--- config.mk ---
export PLATFORM = sky130hd
export DESIGN_NAME = nec_ir_rx
export DESIGN_NICKNAME = d
export VERILOG_FILES = /design/src/rtl/nec_ir_rx.sv
export SDC_FILE = /design/constraint.sdc
export NUM_CORES = 1
export LEC_CHECK = 0
export CAP_MARGIN = 20
export CELL_PAD_IN_SITES_DETAIL_PLACEMENT = 0
export CELL_PAD_IN_SITES_GLOBAL_PLACEMENT = 1
export CORE_UTILIZATION = 42
export CTS_CLUSTER_DIAMETER = 200
export DETAILED_ROUTE_END_ITERATION = 10
export PLACE_DENSITY = 0.68
export SLEW_MARGIN = 40
export SYNTH_ARGS = -nofsm -noshare
export SYNTH_HDL_FRONTEND = slang
export SYNTH_SLANG_ARGS = --single-unit
--- constraint.sdc ---
create_clock -name clk -period 6 [get_ports clk]
set_input_delay 1.8 -clock clk [delete_from_list [all_inputs] [get_ports clk]]
set_output_delay 1.8 -clock clk [all_outputs]
set_load 0.02 [all_outputs]
--- src/rtl/nec_ir_rx.sv ---
// NEC infrared frame decoder: measures mark/space lengths in T/8 ticks and
// reports address/command, repeat codes and malformed frames as 1-cycle strobes.
module nec_ir_rx #(
  parameter int TICK_DIV = 703
) (
  input  logic       clk,
  input  logic       rst,
  input  logic       ir_in,
  output logic [7:0] addr,
  output logic [7:0] cmd,
  output logic       valid,
  output logic       rpt,
  output logic       err,
  output logic       busy
);

  localparam int PRE_W = (TICK_DIV > 2) ? $clog2(TICK_DIV) : 1;
  localparam logic [PRE_W-1:0] PRE_LAST = PRE_W'(TICK_DIV - 1);

  typedef enum logic [2:0] {
    IDLE, LEAD_MARK, LEAD_SPACE, BIT_MARK, BIT_SPACE, STOP_MARK, RPT_MARK
  } state_t;

  logic             sync1_q, sync2_q, mark_q;
  logic [PRE_W-1:0] pre_q, pre_d;
  logic [7:0]       dur_q, dur_d, dur_inc;
  state_t           state_q, state_d;
  logic [31:0]      sr_q, sr_d;
  logic [5:0]       bit_cnt_q, bit_cnt_d;
  logic             have_q, have_d;
  logic [7:0]       addr_q, addr_d, cmd_q, cmd_d;
  logic             valid_q, valid_d, rpt_q, rpt_d, err_q, err_d, busy_q, busy_d;
  logic             mark, edge_det, tick, timeout;

  function automatic logic in_win(input logic [7:0] d, input logic [7:0] lo,
                                  input logic [7:0] hi);
    return (d >= lo) && (d <= hi);
  endfunction

  assign mark     = ~sync2_q;
  assign edge_det = mark ^ mark_q;
  assign tick     = (pre_q == PRE_LAST);

  // dur_inc includes the tick landing on this cycle, so an N-tick segment is judged as N.
  always_comb begin
    pre_d   = (edge_det || tick) ? '0 : pre_q + PRE_W'(1);
    dur_inc = (tick && dur_q != 8'hFF) ? dur_q + 8'd1 : dur_q;
    dur_d   = edge_det ? 8'd0 : dur_inc;
    timeout = !edge_det && tick && (dur_q == 8'd254);
  end

  always_comb begin
    state_d   = state_q;
    sr_d      = sr_q;
    bit_cnt_d = bit_cnt_q;
    have_d    = have_q;
    addr_d    = addr_q;
    cmd_d     = cmd_q;
    valid_d   = 1'b0;
    rpt_d     = 1'b0;
    err_d     = 1'b0;
    if (edge_det) begin
      case (state_q)
        IDLE: if (mark) state_d = LEAD_MARK;
        LEAD_MARK: begin
          if (in_win(dur_inc, 8'd112, 8'd144)) state_d = LEAD_SPACE;
          else begin err_d = 1'b1; state_d = IDLE; end
        end
        LEAD_SPACE: begin
          if (in_win(dur_inc, 8'd56, 8'd72)) begin
            state_d   = BIT_MARK;
            bit_cnt_d = 6'd0;
          end else if (in_win(dur_inc, 8'd24, 8'd40)) state_d = RPT_MARK;
          else begin err_d = 1'b1; state_d = IDLE; end
        end
        BIT_MARK: begin
          if (in_win(dur_inc, 8'd4, 8'd12)) state_d = BIT_SPACE;
          else begin err_d = 1'b1; state_d = IDLE; end
        end
        BIT_SPACE: begin
          if (in_win(dur_inc, 8'd4, 8'd12) || in_win(dur_inc, 8'd18, 8'd30)) begin
            // Bits arrive LSB first: each new bit enters at the top and walks down.
            sr_d      = {in_win(dur_inc, 8'd18, 8'd30), sr_q[31:1]};
            bit_cnt_d = bit_cnt_q + 6'd1;
            state_d   = (bit_cnt_q == 6'd31) ? STOP_MARK : BIT_MARK;
          end else begin err_d = 1'b1; state_d = IDLE; end
        end
        STOP_MARK: begin
          state_d = IDLE;
          if (in_win(dur_inc, 8'd4, 8'd12) && (sr_q[15:8] == ~sr_q[7:0]) &&
              (sr_q[31:24] == ~sr_q[23:16])) begin
            addr_d  = sr_q[7:0];
            cmd_d   = sr_q[23:16];
            valid_d = 1'b1;
            have_d  = 1'b1;
          end else err_d = 1'b1;
        end
        RPT_MARK: begin
          state_d = IDLE;
          if (in_win(dur_inc, 8'd4, 8'd12)) rpt_d = have_q;
          else err_d = 1'b1;
        end
        default: state_d = IDLE;
      endcase
    end else if (timeout && state_q != IDLE) begin
      err_d   = 1'b1;
      state_d = IDLE;
    end
    busy_d = (state_d != IDLE);
  end

  always_ff @(posedge clk or posedge rst) begin
    if (rst) begin
      sync1_q   <= 1'b1;
      sync2_q   <= 1'b1;
      mark_q    <= 1'b0;
      pre_q     <= '0;
      dur_q     <= 8'd0;
      state_q   <= IDLE;
      sr_q      <= 32'd0;
      bit_cnt_q <= 6'd0;
      have_q    <= 1'b0;
      addr_q    <= 8'd0;
      cmd_q     <= 8'd0;
      valid_q   <= 1'b0;
      rpt_q     <= 1'b0;
      err_q     <= 1'b0;
      busy_q    <= 1'b0;
    end else begin
      sync1_q   <= ir_in;
      sync2_q   <= sync1_q;
      mark_q    <= mark;
      pre_q     <= pre_d;
      dur_q     <= dur_d;
      state_q   <= state_d;
      sr_q      <= sr_d;
      bit_cnt_q <= bit_cnt_d;
      have_q    <= have_d;
      addr_q    <= addr_d;
      cmd_q     <= cmd_d;
      valid_q   <= valid_d;
      rpt_q     <= rpt_d;
      err_q     <= err_d;
      busy_q    <= busy_d;
    end
  end

  assign addr  = addr_q;
  assign cmd   = cmd_q;
  assign valid = valid_q;
  assign rpt   = rpt_q;
  assign err   = err_q;
  assign busy  = busy_q;

endmodule

### After elaboration in Yosys (flattened, before gate mapping)

Index checks and enable logic that the tools add are counted.

* $add $sub $neg: 3
* order comparisons: 10
* eq/ne operators: 14
* multiplexer cells: 31
* bitwise gates (word level): 4
* reduce and logical (&&, ||, !) cells: 22

Operators with widths (number)
* $mux W3: 8
* $eq A8 B8 Y1: 2
* $ge A8 B5 Y1 const B: 2
* $mux W8: 2
* $not A8 Y8: 2
* $pmux W3 S5: 1
* $mux W1: 14
* $mux W6: 2
* $pmux W6 S2: 1
* $logic_and A1 B1 Y1: 11
* $add A10 B1 Y10 const B: 1
* $eq A10 B10 Y1 const B: 1
* $mux W10: 1
* $eq A3 B3 Y1 const B: 3
* $add A8 B1 Y8 const B: 1
* $eq A8 B8 Y1 const B: 1
* $ge A8 B3 Y1 const B: 1
* $ge A8 B6 Y1 const B: 1
* $ge A8 B7 Y1 const B: 1
* $le A8 B4 Y1 const B: 1
* $le A8 B5 Y1 const B: 1
* $le A8 B6 Y1 const B: 1
* $le A8 B7 Y1 const B: 1
* $le A8 B8 Y1 const B: 1
* 18 further kinds: 23

* register bits after elaboration: 83
* input bits: 3
* output and inout bits: 20
* word-level logic and storage cells: 99

### Logic depth before layout (Yosys ltp)

Gate-level depths: netlist of the first run.

* depth in word-level cells: 10
* gate-level depth with buffers: 11

### Least setup slack after synthesis of the first run

No wires, ideal clock.

* kind: register -> register
* start point: reg pre_q[0]
* end point: reg addr_q[7], in the netlist addr[7]
* library setup time: 127 ps
* arrival time: 2922 ps
* data required time: 5873 ps
* setup slack: 2951 ps
* stages on the path, launching flop included: 11
* path buffers: 1
* clock period less this slack: 3049 ps
* cell sequence: dfrtp_1 > inv_1 > ha_1 > nand3b_4 > nor4_2 > mux2i_2 > and2_1 > nand3_4 > nor4b_4 > buf_6 > mux2_1

* cells in the longest elaborated chain, start to end: 8
* elaborated cells between the ends (all ways): 9
* those cells by class: order compare: 2; eq/ne: 1; mux: 1; reduce/logical: 5

Ends and longest elaborated chain
* start, declared: RTL line 25 `logic [PRE_W-1:0] pre_q, pre_d;`
* start signal, assigned: RTL line 133 `pre_q <= pre_d;`
* $eq A10 B10 Y1 *: RTL line 42 `assign tick = (pre_q == PRE_LAST);`
* $logic_and A1 B1 Y1 *: RTL line 47 `dur_inc = (tick && dur_q != 8'hFF) ? dur_q + 8'd1 : dur_q;`
* $mux W8 *: RTL line 47
* $ge A8 B3 Y1 or $le A8 B4 Y1 (tied branches): RTL line 37 `return (d >= lo) && (d <= hi);`
* $logic_and A1 B1 Y1 *: RTL line 37
* $logic_and A1 B1 Y1 * (2 in series): RTL line 90 `if (in_win(dur_inc, 8'd4, 8'd12) && (sr_q[15:8] == ~sr_q[7:0]) &&`
* $reduce_and A3 Y1 (no line) *
* end signal, assigned: RTL line 139 `addr_q <= addr_d;`
* end, declared: RTL line 31 `logic [7:0] addr_q, addr_d, cmd_q, cmd_d;`

Every way passes the cells marked *; elsewhere a longest branch is shown, timed or not.
A chain may end at the register's enable or synchronous reset.

### Final worst setup path of the first run

* start point: reg dur_q[0]
* end point: reg sr_q[11]

* cells in the longest elaborated chain, start to end: 7
* elaborated cells between the ends (all ways): 12
* those cells by class: add/sub: 1; order compare: 4; eq/ne: 1; mux: 1; reduce/logical: 5

Ends and longest elaborated chain
* start, declared: RTL line 26 `logic [7:0] dur_q, dur_d, dur_inc;`
* start signal, assigned: RTL line 134 `dur_q <= dur_d;`
* parallel branches: the longest is 2 deep, another holds $add A8 B1 Y8
* $mux W8 *: RTL line 47
* $ge A8 B3 Y1 (tied with other cells): RTL line 37
* $logic_and A1 B1 Y1: RTL line 37
* $logic_or A1 B1 Y1 *: RTL line 81 `if (in_win(dur_inc, 8'd4, 8'd12) || in_win(dur_inc, 8'd18, 8'd30)) begin`
* $reduce_and A3 Y1 (no line) *
* end signal, assigned: RTL line 136 `sr_q <= sr_d;`
* end, declared: RTL line 28 `logic [31:0] sr_q, sr_d;`

Every way passes the cells marked *.

==> results of run 1 <==
[layout make-up]
type                    instances  share of cell area, %
flip-flops and latches         83                   43.5
multi-input cells             261                   42.6
repair buffers                 26                   5.23
well taps                     133                   3.48
clock buffers                  10                   2.88
clock inverters                 6                   1.49
inverters                      10                  0.889
[state kept, by name, summed over array words and instances, names as in the netlist, 3 cells and up]
| signal | cells |
|---|---|
| dur_q | 8 |
| addr | 8 |
| state_q | 3 |
| cmd | 8 |
| pre_q | 10 |
| bit_cnt_q | 6 |
| sr_q | 32 |
[stage by stage]
| step | setup WS [ns] | utilization [%] | instance area (sq um) |
|---|---|---|---|
| after floorplan | 2.07 | - | 4220 |
| after global placement | 2.62 | 46.7 | 4570 |
| after detailed placement | 2.60 | 46.8 | 4570 |
| after CTS | 2.58 | 48.9 | 4780 |
| after global routing | 2.23 | 49.0 | 4780 |
| final | 2.57 | 49.0 | 4780 |
[placed cells by master, fill, tap and decap left out, drive strengths merged, types with 4 or more instances in the layout]
| cell | count |
|---|---|
| nand4 | 11 |
| xnor2 | 18 |
| ha | 5 |
| mux2 | 49 |
| nand2b | 4 |
| nand3 | 23 |
| inv | 11 |
| dfrtp | 81 |
| mux2i | 7 |
| o21ai | 9 |
| clkbuf | 10 |
| nor2 | 31 |
| buf | 4 |
| nor3 | 10 |
| or2 | 6 |
| xor2 | 11 |
| nand2 | 19 |
| a21oi | 5 |
| clkdlybuf4s50 | 22 |
| nor4 | 9 |
[report_power, final]
part	internal, mW	leakage (nW)	total [mW]	switching (mW)
clock network	0.208	0.105	0.422	0.213
logic	0.0160	0.856	0.0477	0.0317
registers	0.566	1.14	0.575	0.00842
[per-layer routing]
layer,vias to the layer above,global-route usage (%)
met5,-,0
met4,0,5.16
met3,8,3.49
met2,37,27.5
met1,1428,24.5
li1,1367,-
[kinds of logic (layout without fill, tap and decap cells)]
logic type,Yosys count,count (layout)
buf+inv,23,52
flops,83,83
fa+ha+maj,5,5
simple gates,138,138
xor+xnor,29,29
mux,56,56
compound gates,33,33
[worst register-to-register path: stages (launching register included)]
cell,delay [ns]
dfrtp_1,0.46
ha_1,0.26
nand3_1,0.19
nor4_2,0.46
mux2i_1,0.51
o21ai_4,0.20
nand4b_1,0.31
o31ai_4,0.12
buf_4,0.41
mux2_2,0.41
[worst max path at each step]
| stage | slack [ns] | to |
|---|---|---|
| after floorplan | 2.07 | addr[0]$_DFFE_PP0P_ |
| after global placement | 2.62 | sr_q[21]$_DFFE_PP0P_ |
| after detailed placement | 2.60 | sr_q[29]$_DFFE_PP0P_ |
| after CTS | 2.58 | sr_q[29]$_DFFE_PP0P_ |
| after global routing | 2.23 | bit_cnt_q[5]$_DFFE_PP0P_ |
| final | 2.57 | sr_q[11]$_DFFE_PP0P_ |
==> summary.md, run 1 <==
| Metric | Value |
|---|---|
| Outcome | completed |
| # Post-CTS Setup Buffers | 0 |
| Global-route wire length before repair | 14.1 mm |
| Hold violation count in the final report | 0 |
| Crit share post-route | 57.1% |
| CP Capture Type | register |
| Max Cap Viol | 0 |
| Mapped Area | 0.00422 sq mm |
| Post-synthesis mux area share | 15.1% |
| Buffers on Ports | 22 |
| Uppermost layer routed | met4 |
| Core Box Area | 0.00977 sq mm |
| Final ANT Viol Nets | 0 |
| Layout Nets | 399 |
| Die Area | 0.0104 sq mm |
| Hold Crit Class | register to register |
| Skew final | 0.00935 ns |
| Mapped Cells | 367 |
| R2r setup slk | 2.57 ns |
| Post-route DRC | 0 |
| Hold Path Stages | 0 |
| Vias in the first global route | 2,835 |
| RSZ-0062 raised after global routing | no |
| Via Count | 2,840 |
| Die Span X | 102 um |
| Syn Nets | 375 |
| Worst Setup Start Kind | register |
| Most frequent cell after synthesis | dfrtp_1 |
| Area growth, synth to finish | 13.4% |
| Register Area | 0.00208 sq mm |
| DR vias/cell | 5.37 |
| Initial antenna violation count | 0 |
| WP depth | 9 |
| WP data required | 6.24 ns |
| Synth Area in XOR/XNOR | 6.02% |
| Die Y-Extent | 102 um |
| CTS tree | yes |
| CP Launch Point | dur_q[0]$_DFF_PP0_ |
| CTS Sinks | 83 |
| Critical path cell sequence | ha_1 > nand3_1 > nor4_2 > mux2i_1 > o21ai_4 > nand4b_1 > o31ai_4 > buf_4 > mux2_2 |
| Row count | 36 |
| Post-DP HPWL | 5.64 mm |
| Largest family of logic cells by synthesized area | simple AND/OR/NAND/NOR gates |
| Max incr delay on CP | 0.51 ns |
| Register bit total from synthesis | 83 |
| IO Pins | 23 |
| Pleak | 2.11 nW |
| Inst Count DP | 513 |
| Max Clk Rate | 292 MHz |
| Layout cells sized above 1 | 22.5% |
| Met3 WL | 200 um |
| Slowest-stage cell, CP | mux2i_1 |
| Synth cell count leaders | 81 x dfrtp_1, 41 x mux2_2, 31 x nor2_1, 22 x nand3_1, 19 x nand2_1 |
| Routed wl met2 | 3.87 mm |
| Global Route Usage Sum | 17.5% |
| H-tree Lvls | 3 |
| Initial Utilization | 43.2% |
| Fin Hold WS | 0.371 ns |
| Clock Pin Slew Worst Setup and Hold Paths | 0.09 ns |
| Clock Path Buffers | 2 |
| Crit path DAT | 3.66 ns |
| Simple-gate share of the synthesized area | 19.4% |
| Cell taking the most area after synthesis | dfrtp_1 |
| Footprint of the multi-input gates | 0.00204 sq mm |
| Max-slew violations | 0 |
| Antenna Cells | 0 |
| Syn Area/Cell | 11.5 sq um |
| Async set-reset flop share out of synthesis | 100% |
| Number of gates resized after CTS | 0 |
| Distinct cells, synth | 64 |
| Routed wire length | 8.13 mm |
| Root Buffer | clkbuf_8 |
| Sequential share of the synthesized area | 49.3% |
| Drt pass-1 iters | 4 |
| CTS Hold Bufs | 0 |
| Post-synthesis adder-cell area fraction | 1.48% |
| Reg2reg start | dur_q[0]$_DFF_PP0_ |
| Mean routed wirelength per cell | 15.4 um |
| Post-synth EDFFs | 0 |
| Cts bufs inserted | 9 |
| Cell Pwr Density | 218 mW/mm^2 |
| Gr ovfl total | 0 |
| Slew @ Worst Pin | 0.538 ns |
| Setup violations, final | 0 |
| Rel. slew slack | 63.4% |
| Pin count of the biggest net entering global routing | 54 |
| Post-Layout Cell Count | 529 |
| FF-to-FF path depth | 9 |
| Complex-gate fraction of the synthesized area | 6.20% |
| Total power | 1.04 mW |
| CP Buf/Inv Count | 1 |
| Setup CP Type | register to register |
| Hold path start | sync1_q$_DFF_PP1_ |
| Top post-synthesis cells by area | dfrtp_1 48%, mux2_2 11%, xnor2_1 3.7%, nor2_1 2.8%, nand3_1 2.6% |
| Top cell type's share of synthesized area | 48.1% |
| Synthesis Warnings | 0 |
| Drt initial violations | 112 |
| WHS Endpoint | sync2_q$_DFF_PP1_ |
| Top FF cell, synth | dfrtp_1 |
| Final setup TNS | 0 ns |
| RR Endpoint | sr_q[11]$_DFFE_PP0P_ |
| Fin crit period | 3.43 ns |
| VDD IR-drop max | 0.119 mV |
| Kind of cell adding the most delay to the critical path | simple AND/OR/NAND/NOR gates |
| Critical Path Fanout Max | 32 |
| Number of fill cells | 912 |
| Final GP Congestion | 0.853 |
| Clock latency at the later pin of the worst-skew pair | 0.35 ns |
| Routed length on met1 | 3.98 mm |
No activity file was read; power rests on OpenSTA's default activity.
==> run 2: changes to the inputs <==
Settings changed: PLACE_DENSITY 0.68 to 0.71.
Clock period 6 ns to 3.1 ns, I/O delays scaled along.
==> summary.md, run 2 (synthesis gave the netlist of run 1 again) <==
| Metric | Value |
|---|---|
| Via Count | 2,895 |
| Biggest register | sr_q |
| Cts bufs inserted | 9 |
| Clock power share | 40.2% |
| Max reg flops | 32 |
| Reg power frac | 54.9% |
| CTS Hold Bufs | 0 |
| Global Route Usage Sum | 18.2% |
| Sw Ratio | 23.5% |
| Max Clk Rate | 339 MHz |
| Mean routed wirelength per cell | 15.8 um |
| CTS tree | yes |
| Pre-CTS setup slack | 0.0644 ns |
| Final GP Congestion | 0.849 |
| Comb power frac | 4.9% |
| Post-route DRC | 0 |
| RSZ-0062 raised after global routing | no |
| CP Capture Type | register |
| Max Cap Viol | 0 |
| Routed wire length | 8.53 mm |
| Critical Path Fanout Max | 32 |
| Worst Setup Start Kind | register |
| Slowest-stage cell, CP | dfrtp_1 |
| Rel. slew slack | 69.9% |
| Die Span X | 102 um |
| GRT met1 Usage | 24.7% |
| Fin crit period | 2.95 ns |
| Most frequent cells in the layout | 81 x dfrtp_1, 41 x mux2_2, 31 x nor2_1, 22 x nand3_1, 22 x clkdlybuf4s50_1 |
| Skew final | 0.0103 ns |
| Setup WS post-layout | 0.150 ns |
| Drt pass-1 iters | 4 |
| R2r setup slk | 0.15 ns |
| Setup CP Type | register to register |
| Hold violation count in the final report | 0 |
| Gr ovfl total | 0 |
| Vias in the first global route | 2,907 |
| Fin Hold WS | 0.369 ns |
| CP Buf/Inv Count | 1 |
| Hold Crit Class | register to register |
| Layout Nets | 411 |
| Kind of cell adding the most delay to the critical path | simple AND/OR/NAND/NOR gates |
| Final setup TNS | 0 ns |
| IO Pins | 23 |
| Internal | 1.55 mW |
| Setup violations, final | 0 |
| Pleak | 2.22 nW |
| Final Util | 50.6% |
| Max-slew violations | 0 |
| Global-route wire length before repair | 14.4 mm |
| Root Buffer | clkbuf_8 |
| Core Box Area | 0.00977 sq mm |
| Buffers on Ports | 22 |
| Clock Path Buffers | 2 |
| Final ANT Viol Nets | 0 |
| Row count | 36 |
| Area growth, synth to finish | 17.3% |
| Clock latency at the later pin of the worst-skew pair | 0.36 ns |
| Critical path cell sequence | ha_1 > nand3_1 > nor4_4 > mux2i_2 > o21ai_4 > nand4b_1 > o31ai_4 > buf_12 > mux2_2 |
| Slew @ Worst Pin | 0.450 ns |
| VDD IR-drop max | 0.279 mV |
| Die Area | 0.0104 sq mm |
| Cell Pwr Density | 409 mW/mm^2 |
| Most common cell after layout, fill and taps aside | dfrtp_1 |
| Antenna Cells | 0 |
| Net Sw Power | 476 uW |
| Outcome | completed |
| Post-DP HPWL | 5.93 mm |
| CTS Sinks | 83 |
| Crit path DAT | 3.19 ns |
| Initial antenna violation count | 0 |
| Layout cells sized above 1 | 25.0% |
| Clock Pin Slew Worst Setup and Hold Paths | 0.09 ns |
| Total power | 2.02 mW |
| Pin count of the biggest net entering global routing | 40 |
| Die Y-Extent | 102 um |
| WP data required | 3.34 ns |
| Grt met3 use | 3.76% |
| Max incr delay on CP | 0.46 ns |
| H-tree Lvls | 3 |
| Initial Utilization | 43.2% |
| Crit share post-route | 95.2% |
| Routing usage on met2 | 27.4% |
| Most used routing layer | met2 |
| DR vias/cell | 5.35 |
| Largest registers | sr_q (32), pre_q (10) |
| Drt initial violations | 103 |
[run 2: path summary, 6_finish.rpt]
path	start	endpoint	depth (start not counted)
setup reg to reg	dur_q[1]$_DFF_PP0_	sr_q[15]$_DFFE_PP0P_	9
hold / removal	sync1_q$_DFF_PP1_	sync2_q$_DFF_PP1_	0
setup / recovery	dur_q[1]$_DFF_PP0_	sr_q[15]$_DFFE_PP0P_	9
hold reg to reg	sync1_q$_DFF_PP1_	sync2_q$_DFF_PP1_	0
min in group asynchronous	rst	addr[1]$_DFFE_PP0P_	2
max in group asynchronous	rst	sync2_q$_DFF_PP1_	3
[run 2: power groups by stage]
stage | clock network (mW) | registers [mW] | logic, mW
global route | 0.878 | 1.11 | 0.112
finish | 0.813 | 1.11 | 0.0987
global placement | 0 | 1.13 | 0.100
detailed placement | 0 | 1.13 | 0.100
floorplan | 0 | 1.13 | 0.0614
CTS | 0.834 | 1.11 | 0.101
[run 2: per-stage QoR]
stage | instance area [sq um] | instances
5_1_grt | 4950 | 541
2_1_floorplan | 4220 | 367
3_3_place_gp | 4690 | 524
6_report | 4950 | 541
4_1_cts | 4890 | 540
3_5_place_dp | 4690 | 524
[run 2: layout make-up]
cell class | instances | area, sq um
Sequential cell | 83 | 2080
Multi-Input combinational cell | 261 | 2080
Fill cell | 921 | 4830
Inverter | 10 | 38.8
Timing Repair Buffer | 38 | 378
Clock inverter | 4 | 48.8
Clock buffer | 12 | 155
Tap cell | 133 | 166
[run 2: metal layers]
metal | wire length [um] | part of all wire (%)
met4 | 226 | 2.6
met5 | 0 | 0
met1 | 4160 | 49
met2 | 3880 | 46
met3 | 262 | 3.1
[run 2: repair_timing]
item                                    in CTS  in global routing
resized for setup                            0                  7
endpoints found under the setup margin       0                 49
buffers inserted                             0                  1
==> run 3: changes to the inputs <==
Settings changed: RECOVER_POWER set to 100, SETUP_SLACK_MARGIN set to 0.5.
==> summary.md, run 3 (synthesis gave the netlist of run 1 again) <==
| Metric | Value |
|---|---|
| Outcome | completed |
| Clock Path Buffers | 2 |
| Mean routed wirelength per cell | 17.0 um |
| Final ANT Viol Nets | 0 |
| WP data required | 3.33 ns |
| Worst Setup Start Kind | register |
| Antenna Cells | 0 |
| Pin count of the biggest net entering global routing | 35 |
| Post-route DRC | 0 |
| Pleak | 2.54 nW |
| Slowest-stage cell, CP | dfrtp_1 |
| CP Buf/Inv Count | 3 |
| Area growth, synth to finish | 29.9% |
| R2r setup slk | 0.17 ns |
| VDD IR-drop max | 0.232 mV |
| RR Endpoint | sr_q[16]$_DFFE_PP0P_ |
| Layout Nets | 444 |
| Number of fill cells | 836 |
| Final setup TNS | 0 ns |
| IO Pins | 23 |
| RSZ-0062 raised after global routing | yes |
| Setup CP Type | register to register |
| Drt initial violations | 131 |
| Setup violations, final | 0 |
| Routed wire length | 9.73 mm |
| Hold Path Stages | 0 |
| Register Area | 0.00209 sq mm |
| Die Y-Extent | 102 um |
| WHS Endpoint | sync2_q$_DFF_PP1_ |
| Most common cell after layout, fill and taps aside | dfrtp_1 |
| Rel. slew slack | 23.1% |
| Die Span X | 102 um |
| Clock latency at the later pin of the worst-skew pair | 0.35 ns |
| WP depth | 11 |
| Critical Path Fanout Max | 6 |
| Post-DP HPWL | 5.89 mm |
| Most frequent cells in the layout | 73 x dfrtp_1, 31 x nor2_1, 28 x buf_4, 26 x mux2_1, 22 x dlygate4sd3_1 |
| CTS Hold Bufs | 0 |
| Reg2reg start | pre_q[0]$_DFF_PP0_ |
| Layout cells sized above 1 | 29.9% |
| Slew @ Worst Pin | 1.15 ns |
| Fin crit period | 2.93 ns |
| Hold path start | sync1_q$_DFF_PP1_ |
| Largest registers | sr_q (32), pre_q (10) |
| CP Capture Type | register |
| Root Buffer | clkbuf_8 |
| Cts bufs inserted | 9 |
| Initial Utilization | 43.2% |
| Global Route Usage Sum | 19.7% |
| Crit share post-route | 94.5% |
| DR vias/cell | 5.40 |
| Final GP Congestion | 0.850 |
| Initial antenna violation count | 0 |
| Biggest register | sr_q |
| CTS Sinks | 83 |
| Buffers on Ports | 22 |
| Vias in the first global route | 3,044 |
| Global-route wire length before repair | 15.6 mm |
| FF-to-FF path depth | 11 |
| Core Box Area | 0.00977 sq mm |
| Footprint of the multi-input gates | 0.00228 sq mm |
| Max Clk Rate | 341 MHz |
| Drt pass-1 iters | 4 |
| Gr ovfl total | 0 |
| Total power | 2.10 mW |
| Kind of cell adding the most delay to the critical path | simple AND/OR/NAND/NOR gates |
| Row count | 36 |
| Hold Crit Class | register to register |
| Clock Pin Slew Worst Setup and Hold Paths | 0.09 ns |
| Cell Pwr Density | 383 mW/mm^2 |
| Critical path cell sequence | inv_1 > ha_1 > and3b_1 > nand4_1 > nor4_4 > o21ai_4 > nand4b_1 > o31ai_4 > buf_6 > clkbuf_2 > mux2_4 |
| Die Area | 0.0104 sq mm |
| CTS tree | yes |
| Hold violation count in the final report | 0 |
| Max incr delay on CP | 0.40 ns |
| Max reg flops | 32 |
| Max Cap Viol | 0 |
| Max-slew violations | 0 |
| Via Count | 3,099 |
| H-tree Lvls | 3 |
| Crit path DAT | 3.16 ns |
| Skew final | 0.0108 ns |
## run 3: cell count changes in the layout (fill, tap and decap cells not counted), sizes merged, moves of 2 or more
cell,previous run,this run
buf,16,41
clkbuf,12,19
clkinv,4,1
clkdlybuf4s50,22,0
dlygate4sd3,0,22
clkinvlp,0,2
## run 3: area by class of cell
| cell class | instances | area share [%] |
|---|---|---|
| Sequential cell | 83 | 38.1 |
| Clock buffer | 12 | 2.83 |
| Tap cell | 133 | 3.04 |
| Clock inverter | 4 | 1.32 |
| Timing Repair Buffer | 70 | 12.4 |
| Multi-Input combinational cell | 262 | 41.6 |
| Inverter | 10 | 0.708 |
## run 3: stage by stage
stage	hold WS, ns	std cells	utilization (%)	setup slack (ns)	area [sq um]
final	0.373	574	56.1	0.171	5480
after CTS	0.361	560	55.5	0.279	5430
after floorplan	0.345	367	-	0.284	4440
after detailed placement	0.352	517	49.7	0.149	4850
after global placement	0.349	517	49.7	0.194	4850
after global routing	0.385	574	56.1	0.0634	5480
## run 3: worst max-delay path by stage
stage                           endpoint  slack [ns]          startpoint
floorplan            addr[7]$_DFFE_PP0P_        0.28  dur_q[1]$_DFF_PP0_
global placement    sr_q[24]$_DFFE_PP0P_        0.19  dur_q[0]$_DFF_PP0_
detailed placement  sr_q[23]$_DFFE_PP0P_        0.15  pre_q[0]$_DFF_PP0_
CTS                 sr_q[23]$_DFFE_PP0P_        0.28  pre_q[0]$_DFF_PP0_
global route              busy$_DFF_PP0_        0.06  pre_q[0]$_DFF_PP0_
finish              sr_q[16]$_DFFE_PP0P_        0.17  pre_q[0]$_DFF_PP0_
## run 3: metal layers
| layer | share of wire [%] | GRT usage (%) | vias up | routed length, um |
|---|---|---|---|---|
| li1 | - | - | 1462 | - |
| met1 | 47 | 26.9 | 1567 | 4610 |
| met2 | 49 | 31.5 | 60 | 4730 |
| met3 | 2.6 | 2.80 | 10 | 251 |
| met4 | 1.4 | 7.91 | 0 | 136 |
| met5 | 0 | 0 | - | 0 |
## run 3: report_power, final
group          leakage [nW]  internal [mW]  total (mW)  switching, mW
Sequential             1.13           1.10        1.11         0.0161
Combinational          1.30         0.0336      0.0998         0.0662
Clock                 0.113          0.497       0.889          0.391
## run 3: what timing repair did
action                                  CTS  global route
resized for setup                        28            16
gates cloned                              3             2
pin swaps                                16             8
setup buffers                            24            12
endpoints found under the setup margin   60            59
